## src/rtl/des_pkg.sv

```systemverilog
`default_nettype none
// ============================================================================
// Module      : des_pkg
// Description : Shared types and constants for the DES round controller and
//               its key-schedule helpers.
// Revision    : 1.0 - initial release
// ============================================================================
package des_pkg;

    // Controller states; width fixed so the encoding is stable across tools.
    typedef enum logic [2:0] {
        ST_IDLE  = 3'd0,
        ST_LOAD  = 3'd1,
        ST_ROUND = 3'd2,
        ST_FINAL = 3'd3,
        ST_DONE  = 3'd4
    } state_t;

    localparam int NUM_ROUNDS = 16;

    // Rounds whose C/D rotation is a single bit position (0, 1, 8, 15);
    // every other round rotates by two.
    localparam logic [NUM_ROUNDS-1:0] SINGLE_SHIFT_MASK = 16'h8103;

    // In decryption the first round uses the unrotated PC1 key, because the
    // rotations total 28 and C/D have already wrapped back to K16's position.
    localparam logic [3:0] DEC_ZERO_ROUND = 4'd0;

endpackage
`default_nettype wire

```

## src/rtl/des_shift_lut.sv

```systemverilog
`default_nettype none
// ============================================================================
// Module      : des_shift_lut
// Description : Maps (round, decrypt) to the C/D rotate amount and direction.
//               Shared with the datapath's key-schedule checker.
// Revision    : 1.0 - initial release
// ============================================================================
module des_shift_lut
    import des_pkg::*;
(
    input  logic [3:0] round,
    input  logic       decrypt,
    output logic [1:0] shift,
    output logic       dir
);

    // Decrypt rotates right and skips round 0; otherwise the mask picks 1 vs 2.
    always_comb begin
        shift = 2'd2;
        dir   = decrypt;
        if (decrypt && (round == DEC_ZERO_ROUND)) begin
            shift = 2'd0;
        end else if (SINGLE_SHIFT_MASK[round]) begin
            shift = 2'd1;
        end
    end

endmodule
`default_nettype wire

```

## src/rtl/des_round_ctrl.sv

```systemverilog
`default_nettype none
// ============================================================================
// Module      : des_round_ctrl
// Description : Iterative DES control FSM: load, 16 Feistel rounds with the
//               S-box lookups split across PHASES cycles, final capture and
//               result handshake. Drives datapath enables only.
// Revision    : 1.0 - initial release
// ============================================================================
module des_round_ctrl
    import des_pkg::*;
#(
    parameter int SBOX_PER_CYCLE = 8
) (
    input  logic       i_clk,
    input  logic       i_rst_n,
    input  logic       i_start,
    output logic       o_ready,
    input  logic       i_decrypt,
    input  logic       i_abort,
    output logic       o_load_en,
    output logic [2:0] o_phase,
    output logic       o_sbox_we,
    output logic       o_round_commit,
    output logic [3:0] o_round,
    output logic [1:0] o_key_shift,
    output logic       o_key_dir,
    output logic       o_final_en,
    output logic       o_valid,
    input  logic       i_out_ready,
    output logic       o_busy
);

    localparam int         PHASES     = 8 / SBOX_PER_CYCLE;
    localparam logic [2:0] LAST_PHASE = 3'(PHASES - 1);
    localparam logic [3:0] LAST_ROUND = 4'(NUM_ROUNDS - 1);

    state_t     state;
    state_t     state_nxt;
    logic [2:0] phase;
    logic [2:0] phase_nxt;
    logic [3:0] round;
    logic [3:0] round_nxt;
    logic       mode_dec;
    logic       mode_dec_nxt;
    logic       commit;
    logic [1:0] lut_shift;
    logic       lut_dir;

    assign commit = (state == ST_ROUND) && (phase == LAST_PHASE);

    // State, counters and latched mode; reset clears everything at once.
    always_ff @(posedge i_clk or negedge i_rst_n) begin
        if (!i_rst_n) begin
            state    <= ST_IDLE;
            phase    <= 3'd0;
            round    <= 4'd0;
            mode_dec <= 1'b0;
        end else begin
            state    <= state_nxt;
            phase    <= phase_nxt;
            round    <= round_nxt;
            mode_dec <= mode_dec_nxt;
        end
    end

    // Next-state and counter sequencing; abort overrides every transition.
    always_comb begin
        state_nxt    = state;
        phase_nxt    = phase;
        round_nxt    = round;
        mode_dec_nxt = mode_dec;
        case (state)
            ST_IDLE: begin
                if (i_start) begin
                    state_nxt    = ST_LOAD;
                    mode_dec_nxt = i_decrypt;
                    phase_nxt    = 3'd0;
                    round_nxt    = 4'd0;
                end
            end
            ST_LOAD: begin
                state_nxt = ST_ROUND;
            end
            ST_ROUND: begin
                if (commit) begin
                    phase_nxt = 3'd0;
                    // Round 15 wraps the counter to 0, leaving it clean for FINAL.
                    round_nxt = round + 4'd1;
                    if (round == LAST_ROUND) begin
                        state_nxt = ST_FINAL;
                    end
                end else begin
                    phase_nxt = phase + 3'd1;
                end
            end
            ST_FINAL: begin
                state_nxt = ST_DONE;
            end
            ST_DONE: begin
                if (i_out_ready) begin
                    state_nxt = ST_IDLE;
                end
            end
            default: begin
                state_nxt = ST_IDLE;
            end
        endcase
        // In IDLE this also suppresses a coincident accept.
        if (i_abort) begin
            state_nxt    = ST_IDLE;
            phase_nxt    = 3'd0;
            round_nxt    = 4'd0;
            mode_dec_nxt = 1'b0;
        end
    end

    des_shift_lut u_shift_lut (
        .round   (round),
        .decrypt (mode_dec),
        .shift   (lut_shift),
        .dir     (lut_dir)
    );

    // All outputs decode registered state only.
    assign o_ready        = (state == ST_IDLE);
    assign o_busy         = (state != ST_IDLE);
    assign o_load_en      = (state == ST_LOAD);
    assign o_sbox_we      = (state == ST_ROUND);
    assign o_round_commit = commit;
    assign o_final_en     = (state == ST_FINAL);
    assign o_valid        = (state == ST_DONE);
    assign o_phase        = phase;
    assign o_round        = round;
    assign o_key_shift    = (state == ST_ROUND) ? lut_shift : 2'd0;
    assign o_key_dir      = (state == ST_ROUND) ? lut_dir   : 1'b0;

endmodule
`default_nettype wire

```

## config.mk

```make
export PLATFORM = sky130hd
export DESIGN_NAME = des_round_ctrl
export DESIGN_NICKNAME = d
export VERILOG_FILES = /design/src/rtl/des_pkg.sv /design/src/rtl/des_shift_lut.sv /design/src/rtl/des_round_ctrl.sv
export SDC_FILE = /design/constraint.sdc
export NUM_CORES = 1
export LEC_CHECK = 0
export ABC_CLOCK_PERIOD_IN_PS = 2300
export CAP_MARGIN = 0
export CORE_ASPECT_RATIO = 0.9
export CORE_UTILIZATION = 40
export DETAILED_ROUTE_END_ITERATION = 10
export PLACE_DENSITY = 0.72
export SLEW_MARGIN = 0
export SYNTH_ARGS = -nofsm -noshare
export SYNTH_HDL_FRONTEND = slang
export SYNTH_SLANG_ARGS = --single-unit
```

## constraint.sdc

```tcl
create_clock -name i_clk -period 2.3 [get_ports i_clk]
set_input_delay 0.46 -clock i_clk [delete_from_list [all_inputs] [get_ports i_clk]]
set_output_delay 0.46 -clock i_clk [all_outputs]
set_load 0.02 [all_outputs]
```

---- After elaboration in Yosys (flattened, before gate mapping) ----
Memory sizes are Yosys's and may differ from the RTL's.
Cells that the tools add are included.
storage, ports and cells
  register bits after elaboration ......... 11
  bits in latches ......................... 0
  RAM bits ................................ 0
  ROM bits ................................ 16
  input bits .............................. 6
  output and inout bits ................... 17
  word-level logic and storage cells ...... 52
  memories ................................ 1
cells by class
  add/subtract/negate cells ............... 2
  multiply operators ...................... 0
  div/mod/pow operators ................... 0
  magnitude comparators ................... 1
  eq/ne operators ......................... 9
  shift operators ......................... 0
  muxes and demuxes ....................... 22
  bitwise operators ....................... 0
  reductions and logical operators ........ 13
memories
  memory            depth  bits a word  read ports  clocked after Yosys merged registers in  wr ports  line                 source
  (name not given)  16     1            1           0                                        0         des_shift_lut.sv:23  end else if (SINGLE_SHIFT_MASK[round]) begin
operators with widths
  cell                                                                  count
  3-bit two-way mux                                                     8
  3-bit one-hot mux with 5 select lines                                 1
  4-bit two-way mux                                                     3
  3-bit by 2-bit != test with 1-bit output, second input constant       4
  4-bit one-hot mux with 2 select lines                                 1
  3-bit by 2-bit == test with 1-bit output, second input constant       2
  3-bit zero test                                                       2
  2-bit two-way mux                                                     3
  3-bit one-hot mux with 2 select lines                                 1
  3-bit nonzero test                                                    2
  4-bit by 5-bit < comparator with 1-bit output, second input constant  1
  1-bit two-way mux                                                     5
  4-bit by 1-bit adder with 4-bit output, second input constant         1
  4-bit == test, second input constant                                  1
  4-bit zero test                                                       1
  2-bit AND reduction                                                   2
  4-bit AND reduction                                                   1
  2-bit nonzero test                                                    2
  3-bit by 1-bit adder with 3-bit output, second input constant         1
  3-bit by 1-bit == test with 1-bit output, second input constant       1
  3-bit == test, second input constant                                  1
  3-bit AND reduction                                                   1
  1-bit logical AND                                                     2

---- Longest topological paths before layout ----
Gate-level depths: netlist (run 1).
  depth after elaboration ................. 5
  mapped depth ............................ 6
  mapped depth without buffers ............ 6

---- By module ----
A second synthesis (run 1) with hierarchy kept.
second synthesis, totals
  cell total of the unflattened synthesis .. 79
  area, all modules ....................... 664.4 µm²
by module, submodules not included
  module          times used  cells an instance  area an instance (µm²)  seq. area each (µm²)
  des_round_ctrl  1           69                 609.3                   275.3
  des_shift_lut   1           10                 55.1                    0.0

---- Worst setup path before layout (run 1) ----
OpenSTA, ideal clock, no wires.
  kind .................................... register to output
  start ................................... register state[2]
  end ..................................... output port o_key_shift[1]
  data arrival time ....................... 1460 ps
  required time ........................... 1840 ps
  setup slack ............................. 380 ps
  cell stages (with the launch flop) ...... 5
  path buffers ............................ 0
  cells stage by stage .................... dfrtp_1 -> or3b_1 -> inv_1 -> o31ai_1 -> nor2b_1
between the ends
  longest elaborated chain between the ends .. 2
ends and longest elaborated chain
  what                                      line                   source
  start, declared                           des_round_ctrl.sv:37   state_t state;
  start signal, assigned                    des_round_ctrl.sv:59   state <= state_nxt;
  3-bit by 2-bit == test with 1-bit output  n/a
  net o_sbox_we                             des_round_ctrl.sv:22   output logic o_sbox_we,
  2-bit two-way mux                         des_round_ctrl.sv:134  assign o_key_shift = (state == ST_ROUND) ? lut_shift : 2'd0;
  end, declared                             des_round_ctrl.sv:25   output logic [1:0] o_key_shift,
The timed path passes the listed nets, and every way through them passes these cells.

---- Final worst setup path (run 1) ----
  start ................................... register state[2]
  end ..................................... output port o_busy
between the ends
  longest elaborated chain between the ends .. 1
ends and longest elaborated chain
  what                line                   source
  3-bit nonzero test  des_round_ctrl.sv:126  assign o_busy = (state != ST_IDLE);
  end, declared       des_round_ctrl.sv:30   output logic o_busy
No other way between the ends.

==> out/qor_table.md, run 1 <==
| Quantity | Value |
|:---|:---|
| Result of the run | finished, final reports clean |
| Via count of the first global-routing pass | 595 |
| Path depth of the worst reg2reg path | 5 |
| Port bufs | 22 |
| Overall fraction of global-route tracks in use | 0.197 |
| Crit path capture type | output pin |
| Sequential area share after synthesis | 0.403 |
| Initial core utilization | 0.452 |
| Basic-gate share of the synthesized area counting and, or, nand and nor cells | 0.286 |
| Crit path setup slack, layout | 0.139 ns |
| Buffers inserted by post-CTS timing repair | 0 |
| Syn Area/Cell | 8.65 um2 |
| Leakage component of the power | 0.000498 uW |
| Sum of net half-perimeters after detailed placement | 1.23 mm |
| Mapped Area | 683 um2 |
| Maximum clock skew at final layout | 0.00665 ns |
| Classification of the worst setup path | reg -> out |
| Total inserted antenna cells | 0 |
| Arrival time reported for the critical path endpoint | 1.70 ns |
| Remaining global-route overflow | 0 |
| Synthesized instance count | 79 |
| Setup WS pre-CTS | 0.0665 ns |
| Maxcap violations | 0 |
| CTS tree | done |
| Fmax | 0.463 GHz |
| Num CTS Buffers | 3 |
| Number of antenna violations at the first check in global routing | 0 |
| Syn-to-layout area delta | 46.9% |
| Ports | 23 |
| Via total after detailed routing | 666 |
| Adder and majority gate portion of the synthesized area | 0.0916 |
| Yosys top cell area share | 0.403 |
| Die ar. | 0.00188 mm2 |
| Clock period minus worst slack | 2.16 ns |
| Max VDD drop | 311 uV |
| Wire length of the first global-routing pass | 2.54 mm |
| Leading cell type in the layout, fill and taps excluded | sky130_fd_sc_hd__clkdlybuf4s50_1 |
| Unrepaired setup endpoints after global routing | no |
| Source-to-sink clock delay at the later pin of the worst-skew pair | 0.26 ns |
| Buffer cell driving the clock tree root | sky130_fd_sc_hd__clkbuf_4 |
| Number of flip-flops and latches in the synthesized netlist | 11 |
| Power density over the cells | 429 mW/mm2 |
| Worst R2R Start | state[2] |
| Endpoint of the most critical register-to-register path | o_round[0] |
| First-pass iteration count of the detailed router | 4 |
| Yosys top cell by area | sky130_fd_sc_hd__dfrtp_1 |
| Multiplexer share of the synthesized area | 0.0458 |
| Count of synthesis-stage warnings from yosys | 0 |
| DR vias/cell | 4.97 |
| Final Max Slew Viols | 0 |
| H-tree Lvls | 1 |
| Dominant combinational cell family by area after synthesis | simple AND/OR/NAND/NOR gates |
| Clock-pin transition on the worst setup and hold timing paths | 0.07 ns |
| DRC | 0 |
| Worst Max-Slew Pin Slew | 0.506 ns |
| Fill count | 138 |
| Top cells by area, synth | sky130_fd_sc_hd__dfrtp_1, sky130_fd_sc_hd__ha_1, sky130_fd_sc_hd__nor2_1 |
| Final weighted congestion in routability-driven placement | 0.770 |
| Clock sink total | 11 |
| Pin count of the biggest net entering global routing | 12 |
| CP Data Required Time | 1.84 ns |
| Total routed wirelength | 1.57 mm |
| Maximum buffer depth of the clock tree | 2 |
| Violation count after the first detailed-route iteration | 13 |
| Count of nets left with antenna violations after detail routing | 0 |
| Hold-fix buffer count after cts | 0 |
| Total Negative Setup Slacks | 0 ns |
| Nets | 124 |
| Core area | 0.00151 mm2 |
| Final Core Density | 0.663 |
| HP Class | in -> async |
| Distinct cells, synth | 26 |
| Compound-Gate Fraction of Synth Area | 0.119 |
| Nature of the critical path startpoint | register |
| Total nets after synthesis | 90 |
| Number of hold violations in the final report | 0 |
| Highest fanout seen on the critical path | 7 |
| Crit share post-route | 0.940 |
| Wire length per cell after detailed routing | 11.7 um |
| Most frequent cells in the layout | sky130_fd_sc_hd__clkdlybuf4s50_1, sky130_fd_sc_hd__dfrtp_1, sky130_fd_sc_hd__nor2_1 |
| Cell Rows | 13 |
| Fraction of layout cells with a size suffix above 1 | 0.134 |
| Synth Area in XOR/XNOR | 0 |
| FF-to-FF setup slack | 0.69 ns |
| Die Width | 45.6 um |
| Final Total Pwr | 430 uW |
| Max-Slew Margin vs Limit | 0.661 |
| Final setup violation count | 0 |
| Height of the chip | 41.2 um |
## worst max-delay path, stage by stage, from the launching register on
cell,delay (ns)
sky130_fd_sc_hd__dfrtp_1,0.37
sky130_fd_sc_hd__buf_4,0.15
sky130_fd_sc_hd__or3_1,0.38
sky130_fd_sc_hd__clkdlybuf4s50_1,0.54
## layout make-up
| class | count | area, um2 | share of cell area |
|---|---|---|---|
| Sequential cell | 11 | 275 | 0.274 |
| Multi-Input combinational cell | 59 | 370 | 0.369 |
| Tap cell | 22 | 27.5 | 0.0274 |
| Timing Repair Buffer | 30 | 274 | 0.273 |
| Inverter | 8 | 30.0 | 0.0299 |
| Clock buffer | 4 | 26.3 | 0.0262 |
## state kept, by name, summed over array words and instances, names as in the netlist
signal and count:
o_round 4, o_phase 3, state 3, mode_dec 1
## metrics by stage
stage               std cells  hold slack [ns]  area, um2
finish                    134            0.530       1000
floorplan                  79            0.164        683
global placement          130            0.524        983
detailed placement        130            0.531        983
CTS                       134            0.535       1000
global route              134            0.564       1000
## report_power, final
group	switching, uW	internal [uW]	total (uW)
Sequential	3.53	199	202
Combinational	52.0	45.7	97.7
Clock	63.5	67.0	130
## what timing repair did
item	CTS	global route
resized for setup	4	4
endpoints found under the setup margin	4	3
pin swaps	0	0
## cells by family after synthesis
family / count (synthesis)
AOI/OAI and AO/OA: 15
DFF: 11
adders and majority gates: 5
and+or+nand+nor: 36
muxes: 3
buffers and inverters: 9
## metal layers
| metal | GRT usage | wire length (um) | up-vias |
|---|---|---|---|
| li1 | - | - | 341 |
| met1 | 0.251 | 784 | 306 |
| met2 | 0.314 | 713 | 17 |
| met3 | 0.0529 | 60 | 2 |
| met4 | 0.0909 | 8 | 0 |
| met5 | 0 | 0 | - |
## how the worst max path moves through the flow
stage,endpoint,slack (ns),cells past startpoint,startpoint
detailed placement,o_key_shift[1],0.07,7,o_round[0]
CTS,o_key_shift[1],0.04,7,o_round[0]
finish,o_busy,0.14,3,state[2]
global placement,o_key_shift[1],0.14,5,state[2]
floorplan,o_key_shift[1],0.38,4,state[2]
global route,o_load_en,0.05,3,state[2]
## Yosys cell counts
cell	instances
sky130_fd_sc_hd__a21oi_1	4
sky130_fd_sc_hd__a22o_1	1
sky130_fd_sc_hd__and3_1	1
sky130_fd_sc_hd__and3b_1	1
sky130_fd_sc_hd__and4_1	1
sky130_fd_sc_hd__buf_4	1
sky130_fd_sc_hd__dfrtp_1	11
sky130_fd_sc_hd__ha_1	5
sky130_fd_sc_hd__inv_1	8
sky130_fd_sc_hd__mux2_2	1
sky130_fd_sc_hd__mux2i_1	2
sky130_fd_sc_hd__nand2_1	8
sky130_fd_sc_hd__nand2b_1	1
sky130_fd_sc_hd__nand3_1	2
sky130_fd_sc_hd__nand4_1	1
sky130_fd_sc_hd__nor2_1	10
sky130_fd_sc_hd__nor2b_1	3
sky130_fd_sc_hd__nor3b_1	2
sky130_fd_sc_hd__nor4_1	1
sky130_fd_sc_hd__o21ai_0	7
sky130_fd_sc_hd__o21ai_1	2
sky130_fd_sc_hd__o31ai_1	1
sky130_fd_sc_hd__or2_2	1
sky130_fd_sc_hd__or3_1	2
sky130_fd_sc_hd__or3b_1	1
sky130_fd_sc_hd__or4b_4	1
Power figures use the tool's default switching activity.
==> inputs of run 2 (changes only) <==
--- a/config.mk
+++ b/config.mk
@@ -5,7 +5,7 @@
 export SDC_FILE = /design/constraint.sdc
 export NUM_CORES = 1
 export LEC_CHECK = 0
-export ABC_CLOCK_PERIOD_IN_PS = 2300
+export ABC_CLOCK_PERIOD_IN_PS = 2700
 export CAP_MARGIN = 0
 export CORE_ASPECT_RATIO = 0.9
 export CORE_UTILIZATION = 40
==> constraint.sdc (replaced) <==
create_clock -name i_clk -period 2.7 [get_ports i_clk]
set_input_delay 0.54 -clock i_clk [delete_from_list [all_inputs] [get_ports i_clk]]
set_output_delay 0.54 -clock i_clk [all_outputs]
set_load 0.02 [all_outputs]
==> out/qor_table.md, run 2 (same netlist as run 1, synthesis figures left out) <==
| Quantity | Value |
|:---|:---|
| Worst Max-Slew Pin Slew | 0.522 ns |
| Path depth of the worst reg2reg path | 4 |
| Total routed wirelength | 1.58 mm |
| Num CTS Buffers | 3 |
| Clock period minus worst slack | 2.45 ns |
| H-tree Lvls | 1 |
| Port bufs | 22 |
| Kind of cell adding the most delay to the critical path | buffers and inverters |
| Area of the multi-input gates | 370 um2 |
| Sequence of cells on the critical path | or3b_1 -> nor2b_1 -> clkdlybuf4s50_1 |
| Core area | 0.00151 mm2 |
| Pin count of the biggest net entering global routing | 12 |
| Area of all sequential standard cells | 279 um2 |
| HP Class | reg -> reg |
| Wire length of the first global-routing pass | 2.53 mm |
| Number of hold violations in the final report | 0 |
| FF-to-FF setup slack | 1.14 ns |
| Endpoint of the most critical register-to-register path | o_round[2] |
| CTS tree | done |
| Max VDD drop | 333 uV |
| Total Negative Setup Slacks | 0 ns |
| Overall fraction of global-route tracks in use | 0.198 |
| Worst R2R Start | state[1] |
| DR vias/cell | 4.99 |
| Fraction of layout cells with a size suffix above 1 | 0.0952 |
| Leading cell type in the layout, fill and taps excluded | sky130_fd_sc_hd__clkdlybuf4s50_1 |
| First-pass iteration count of the detailed router | 4 |
| Via total after detailed routing | 634 |
| Source-to-sink clock delay at the later pin of the worst-skew pair | 0.26 ns |
| Via count of the first global-routing pass | 562 |
| Buffers inserted by post-CTS timing repair | 0 |
| Count of nets left with antenna violations after detail routing | 0 |
| Maximum buffer depth of the clock tree | 2 |
| Wire length per cell after detailed routing | 12.4 um |
| Nets | 117 |
| Crit share post-route | 0.907 |
| Final Core Density | 0.639 |
| Remaining global-route overflow | 0 |
| Result of the run | finished, final reports clean |
| DRC | 0 |
| Longest individual stage delay on the worst path | 0.61 ns |
| Syn-to-layout area delta | 41.4% |
| Critical path's slowest cell | sky130_fd_sc_hd__clkdlybuf4s50_1 |
| Leakage component of the power | 0.000466 uW |
| Nature of the critical path startpoint | register |
| Fmax | 0.408 GHz |
| Buffer cell driving the clock tree root | sky130_fd_sc_hd__clkbuf_4 |
| Termination of the worst setup path | o_round_commit |
| Crit path depth | 3 |
| Maximum clock skew at final layout | 0.00194 ns |
| Height of the chip | 41.2 um |
| Max-Slew Margin vs Limit | 0.651 |
| Critical path origin | state[2] |
| Initial core utilization | 0.452 |
| Clock-pin transition on the worst setup and hold timing paths | 0.07 ns |
| Classification of the worst setup path | reg -> out |
| Maxcap violations | 0 |
| Number of antenna violations at the first check in global routing | 0 |
| Sum of net half-perimeters after detailed placement | 1.16 mm |
| Final weighted congestion in routability-driven placement | 0.726 |
| Power density over the cells | 376 mW/mm2 |
| Total inserted antenna cells | 0 |
| Clock sink total | 11 |
| Fill count | 148 |
| Buffers and inverters on the worst path | 1 |
| Die Width | 45.6 um |
| Final setup violation count | 0 |
| Die ar. | 0.00188 mm2 |
| CP Data Required Time | 2.16 ns |
| Crit path capture type | output pin |
| Violation count after the first detailed-route iteration | 17 |
| Unrepaired setup endpoints after global routing | no |
| Final Max Slew Viols | 0 |
| Most frequent cells in the layout | sky130_fd_sc_hd__clkdlybuf4s50_1, sky130_fd_sc_hd__nor2_1, sky130_fd_sc_hd__inv_1, sky130_fd_sc_hd__nand2_1, sky130_fd_sc_hd__dfrtp_1 |
| Cell Rows | 13 |
| Highest fanout seen on the critical path | 8 |
| Number of flip-flops in the largest register | 4 |
| Arrival time reported for the critical path endpoint | 1.91 ns |
| Ports | 23 |
==> run 2: worst min path at each step <==
| stage | slack [ns] | endpoint | startpoint | cells past startpoint |
|---|---|---|---|---|
| 6_report | 0.56 | o_phase[1] | o_phase[1] | 1 |
| 5_1_grt | 0.57 | o_phase[1] | o_phase[1] | 1 |
| 3_5_place_dp | 0.54 | o_phase[1] | o_phase[1] | 1 |
| 4_1_cts | 0.56 | o_phase[1] | o_phase[1] | 1 |
| 3_3_place_gp | 0.54 | mode_dec | mode_dec | 2 |
| 2_1_floorplan | 0.24 | mode_dec | i_rst_n | 0 |
==> run 2: power by group <==
group	switching, uW	internal [uW]	total [uW]
registers	7.91	170	177
clock network	55.0	57.1	112
logic	38.1	35.2	73.3
total	101	262	363
==> run 2: layer usage <==
layer / wire (um) / GRT usage / vias up
met4: 13 / 0.0909 / 0
met5: 0 / 0 / -
met2: 685 / 0.304 / 25
met1: 804 / 0.269 / 285
met3: 73 / 0.0396 / 2
li1: - / - / 322
==> run 2: worst register-to-register path: cells and delay by family (launching register included) <==
family	cells	cell delay, ns
flops	1	0.46
simple gates	1	0.31
compound gates	3	0.71
==> run 2: layout make-up <==
type | instances | area share
sequential | 11 | 0.289
tap | 22 | 0.0285
clock buffer | 4 | 0.0272
multi-input combinational | 59 | 0.383
inverter | 8 | 0.0311
timing repair buffer | 23 | 0.241
==> run 2: repair_timing <==
| item | CTS | global route |
|---|---|---|
| hold buffers | 0 | 0 |
| setup endpoints to repair | 0 | 2 |
| gates resized for setup | 0 | 5 |
==> run 2: stage by stage <==
stage / area [um2] / instances / total power [uW] / hold WS, ns / worst slack (ns)
6_report: 966 / 127 / 363 / 0.560 / 0.252
3_3_place_gp: 931 / 123 / 253 / 0.543 / 0.363
4_1_cts: 957 / 127 / 367 / 0.561 / 0.0267
2_1_floorplan: 683 / 79 / 217 / 0.244 / 0.700
3_5_place_dp: 931 / 123 / 254 / 0.539 / 0.329
5_1_grt: 966 / 127 / 382 / 0.574 / 0.175
==> inputs of run 3 (changes only) <==
--- a/config.mk
+++ b/config.mk
@@ -5,12 +5,14 @@
 export SDC_FILE = /design/constraint.sdc
 export NUM_CORES = 1
 export LEC_CHECK = 0
+export ABC_AREA = 1
 export ABC_CLOCK_PERIOD_IN_PS = 2700
 export CAP_MARGIN = 0
 export CORE_ASPECT_RATIO = 0.9
 export CORE_UTILIZATION = 40
+export CTS_CLUSTER_DIAMETER = 80
 export DETAILED_ROUTE_END_ITERATION = 10
-export PLACE_DENSITY = 0.72
+export PLACE_DENSITY = 0.71
 export SLEW_MARGIN = 0
 export SYNTH_ARGS = -nofsm -noshare
 export SYNTH_HDL_FRONTEND = slang
==> out/qor_table.md, run 3 <==
| Quantity | Value |
|:---|:---|
| Via total after detailed routing | 695 |
| Count of nets left with antenna violations after detail routing | 0 |
| Clock-pin transition on the worst setup and hold timing paths | 0.06 ns |
| Wire length of the first global-routing pass | 2.70 mm |
| Number of hold violations in the final report | 0 |
| Syn-to-layout area delta | 37.6% |
| Buffer cell driving the clock tree root | sky130_fd_sc_hd__clkbuf_4 |
| Clock period minus worst slack | 2.51 ns |
| Unrepaired setup endpoints after global routing | no |
| Distinct cells, synth | 20 |
| Hold Slack | 0.564 ns |
| Power density over the cells | 440 mW/mm2 |
| Highest fanout seen on the critical path | 7 |
| Leading cell type by number of instances after synthesis | sky130_fd_sc_hd__nand2_1 |
| Final Max Slew Viols | 0 |
| Worst Max-Slew Pin Slew | 0.507 ns |
| Violation count after the first detailed-route iteration | 18 |
| Max-Slew Margin vs Limit | 0.661 |
| Final Total Pwr | 438 uW |
| Wire length per cell after detailed routing | 10.8 um |
| Leading cell type in the layout, fill and taps excluded | sky130_fd_sc_hd__clkdlybuf4s50_1 |
| H-tree Lvls | 1 |
| Port bufs | 22 |
| Number of flip-flops in the largest register | 4 |
| Hold-fix buffer count after cts | 0 |
| Number of enable flip-flop cells after synthesis | 0 |
| Post-route cell area | 993 um2 |
| Num CTS Buffers | 3 |
| Yosys top cell by area | sky130_fd_sc_hd__dfrtp_1 |
| Number of gates given a new drive strength after cts | 0 |
| Die ar. | 0.00198 mm2 |
| Clock sink total | 11 |
| Final weighted congestion in routability-driven placement | 0.832 |
| Total nets after synthesis | 107 |
| Initial core utilization | 0.429 |
| Max VDD drop | 416 uV |
| Final setup violation count | 0 |
| DRC | 0 |
| Via count of the first global-routing pass | 629 |
| Crit path capture type | output pin |
| Post-synth top flop | sky130_fd_sc_hd__dfrtp_1 |
| Total routed wirelength | 1.56 mm |
| First-pass iteration count of the detailed router | 5 |
| Ports | 23 |
| Syn Area/Cell | 7.52 um2 |
| Maximum clock skew at final layout | 0.00166 ns |
| Cell Rows | 14 |
| Top cells by area, synth | sky130_fd_sc_hd__dfrtp_1, sky130_fd_sc_hd__nand2_1, sky130_fd_sc_hd__ha_1 |
| Final Core Density | 0.591 |
| Nets | 133 |
| Async S/R FF share, synth | 1.00 |
| Commonest cells in the netlist | sky130_fd_sc_hd__nand2_1, sky130_fd_sc_hd__inv_1, sky130_fd_sc_hd__dfrtp_1 |
| Sequential area share after synthesis | 0.381 |
| Total inserted antenna cells | 0 |
| Crit share post-route | 0.930 |
| Height of the chip | 42.3 um |
| Yosys top cell area share | 0.381 |
| Source-to-sink clock delay at the later pin of the worst-skew pair | 0.26 ns |
| Startpoint of the most critical hold path | o_phase[0] |
| Fmax | 0.398 GHz |
| Area after detailed placement | 967 um2 |
| Mapped Area | 722 um2 |
| Sum of net half-perimeters after detailed placement | 1.24 mm |
| Pin count of the biggest net entering global routing | 12 |
| Overall fraction of global-route tracks in use | 0.193 |
| Leakage component of the power | 0.000482 uW |
| DR vias/cell | 4.79 |
| Result of the run | finished, final reports clean |
| Arrival time reported for the critical path endpoint | 1.97 ns |
| Classification of the worst setup path | reg -> out |
| Synthesized instance count | 96 |
| Maximum buffer depth of the clock tree | 2 |
| Count of synthesis-stage warnings from yosys | 0 |
| Remaining global-route overflow | 0 |
| CTS tree | done |
| Number of flip-flops and latches in the synthesized netlist | 11 |
| Number of antenna violations at the first check in global routing | 0 |
| Maxcap violations | 0 |
| CP Data Required Time | 2.16 ns |
| Core area | 0.00168 mm2 |
| Critical path origin | o_round[0] |
| Total Negative Setup Slacks | 0 ns |
| Worst R2R Start | o_phase[0] |
| Most frequent cells in the layout | sky130_fd_sc_hd__clkdlybuf4s50_1, sky130_fd_sc_hd__nand2_1, sky130_fd_sc_hd__inv_1, sky130_fd_sc_hd__dfrtp_1, sky130_fd_sc_hd__nor2_1 |
| Fraction of layout cells with a size suffix above 1 | 0.107 |
| Buffers inserted by post-CTS timing repair | 0 |
| Nature of the critical path startpoint | register |
| HP Class | reg -> reg |
| Die Width | 46.8 um |
==> run 3: per-layer routing <==
metal	vias up	routed length, um	global-route usage
met5	-	0	0
met4	0	8	0.0514
met3	2	53	0.0776
met2	15	744	0.281
met1	317	756	0.265
li1	361	-	-
==> run 3: critical path, cell delays in order, from the launching register on <==
cell and delay (ns):
sky130_fd_sc_hd__dfrtp_1 0.45, sky130_fd_sc_hd__inv_1 0.10, sky130_fd_sc_hd__ha_1 0.20, sky130_fd_sc_hd__inv_1 0.06, sky130_fd_sc_hd__o21ai_0 0.07, sky130_fd_sc_hd__nand2_1 0.09, sky130_fd_sc_hd__nand2_1 0.05, sky130_fd_sc_hd__nor2_1 0.09
sky130_fd_sc_hd__clkdlybuf4s50_1 0.60
==> run 3: layout make-up <==
| cell class | count | area, um2 |
|---|---|---|
| sequential | 11 | 275 |
| fill | 168 | 688 |
| inverter | 16 | 60.1 |
| multi-input combinational | 68 | 382 |
| timing repair buffer | 22 | 220 |
| clock buffer | 4 | 26.3 |
| tap | 24 | 30.0 |
==> run 3: report_power, final <==
group | internal (uW) | total [uW] | switching, uW
registers | 173 | 184 | 11.1
logic | 58.8 | 145 | 86.1
clock network | 57.2 | 109 | 51.4
total | 289 | 438 | 149
==> run 3: worst paths after layout <==
check	to	slack (ns)	depth (start not counted)
worst max-delay path	o_key_shift[1]	0.19	8
worst min-delay path	o_phase[0]	0.56	1
worst max register to register	o_round[1]	1.35	7
worst min register to register	o_phase[0]	0.56	1
max in group asynchronous	mode_dec	1.75	1
min in group asynchronous	state[1]	0.61	1
==> run 3: per-stage QoR <==
stage / setup slack (ns) / std cells
final: 0.190 / 145
after global routing: 0.00730 / 145
after CTS: 0.153 / 145
after detailed placement: 0.448 / 141
after global placement: 0.526 / 141
after floorplan: 0.821 / 96
==> run 3: cells by family (layout without fill, tap and decap cells) <==
group,count (synthesis),count (layout),share of synthesized area
AND/OR/NAND/NOR,47,47,0.308
buffers and inverters,17,42,0.0901
AO/OA/AOI/OAI,14,14,0.109
flip-flops,11,11,0.381
adder cells (fa/ha/maj),5,5,0.0867
XOR/XNOR,2,2,0.0243
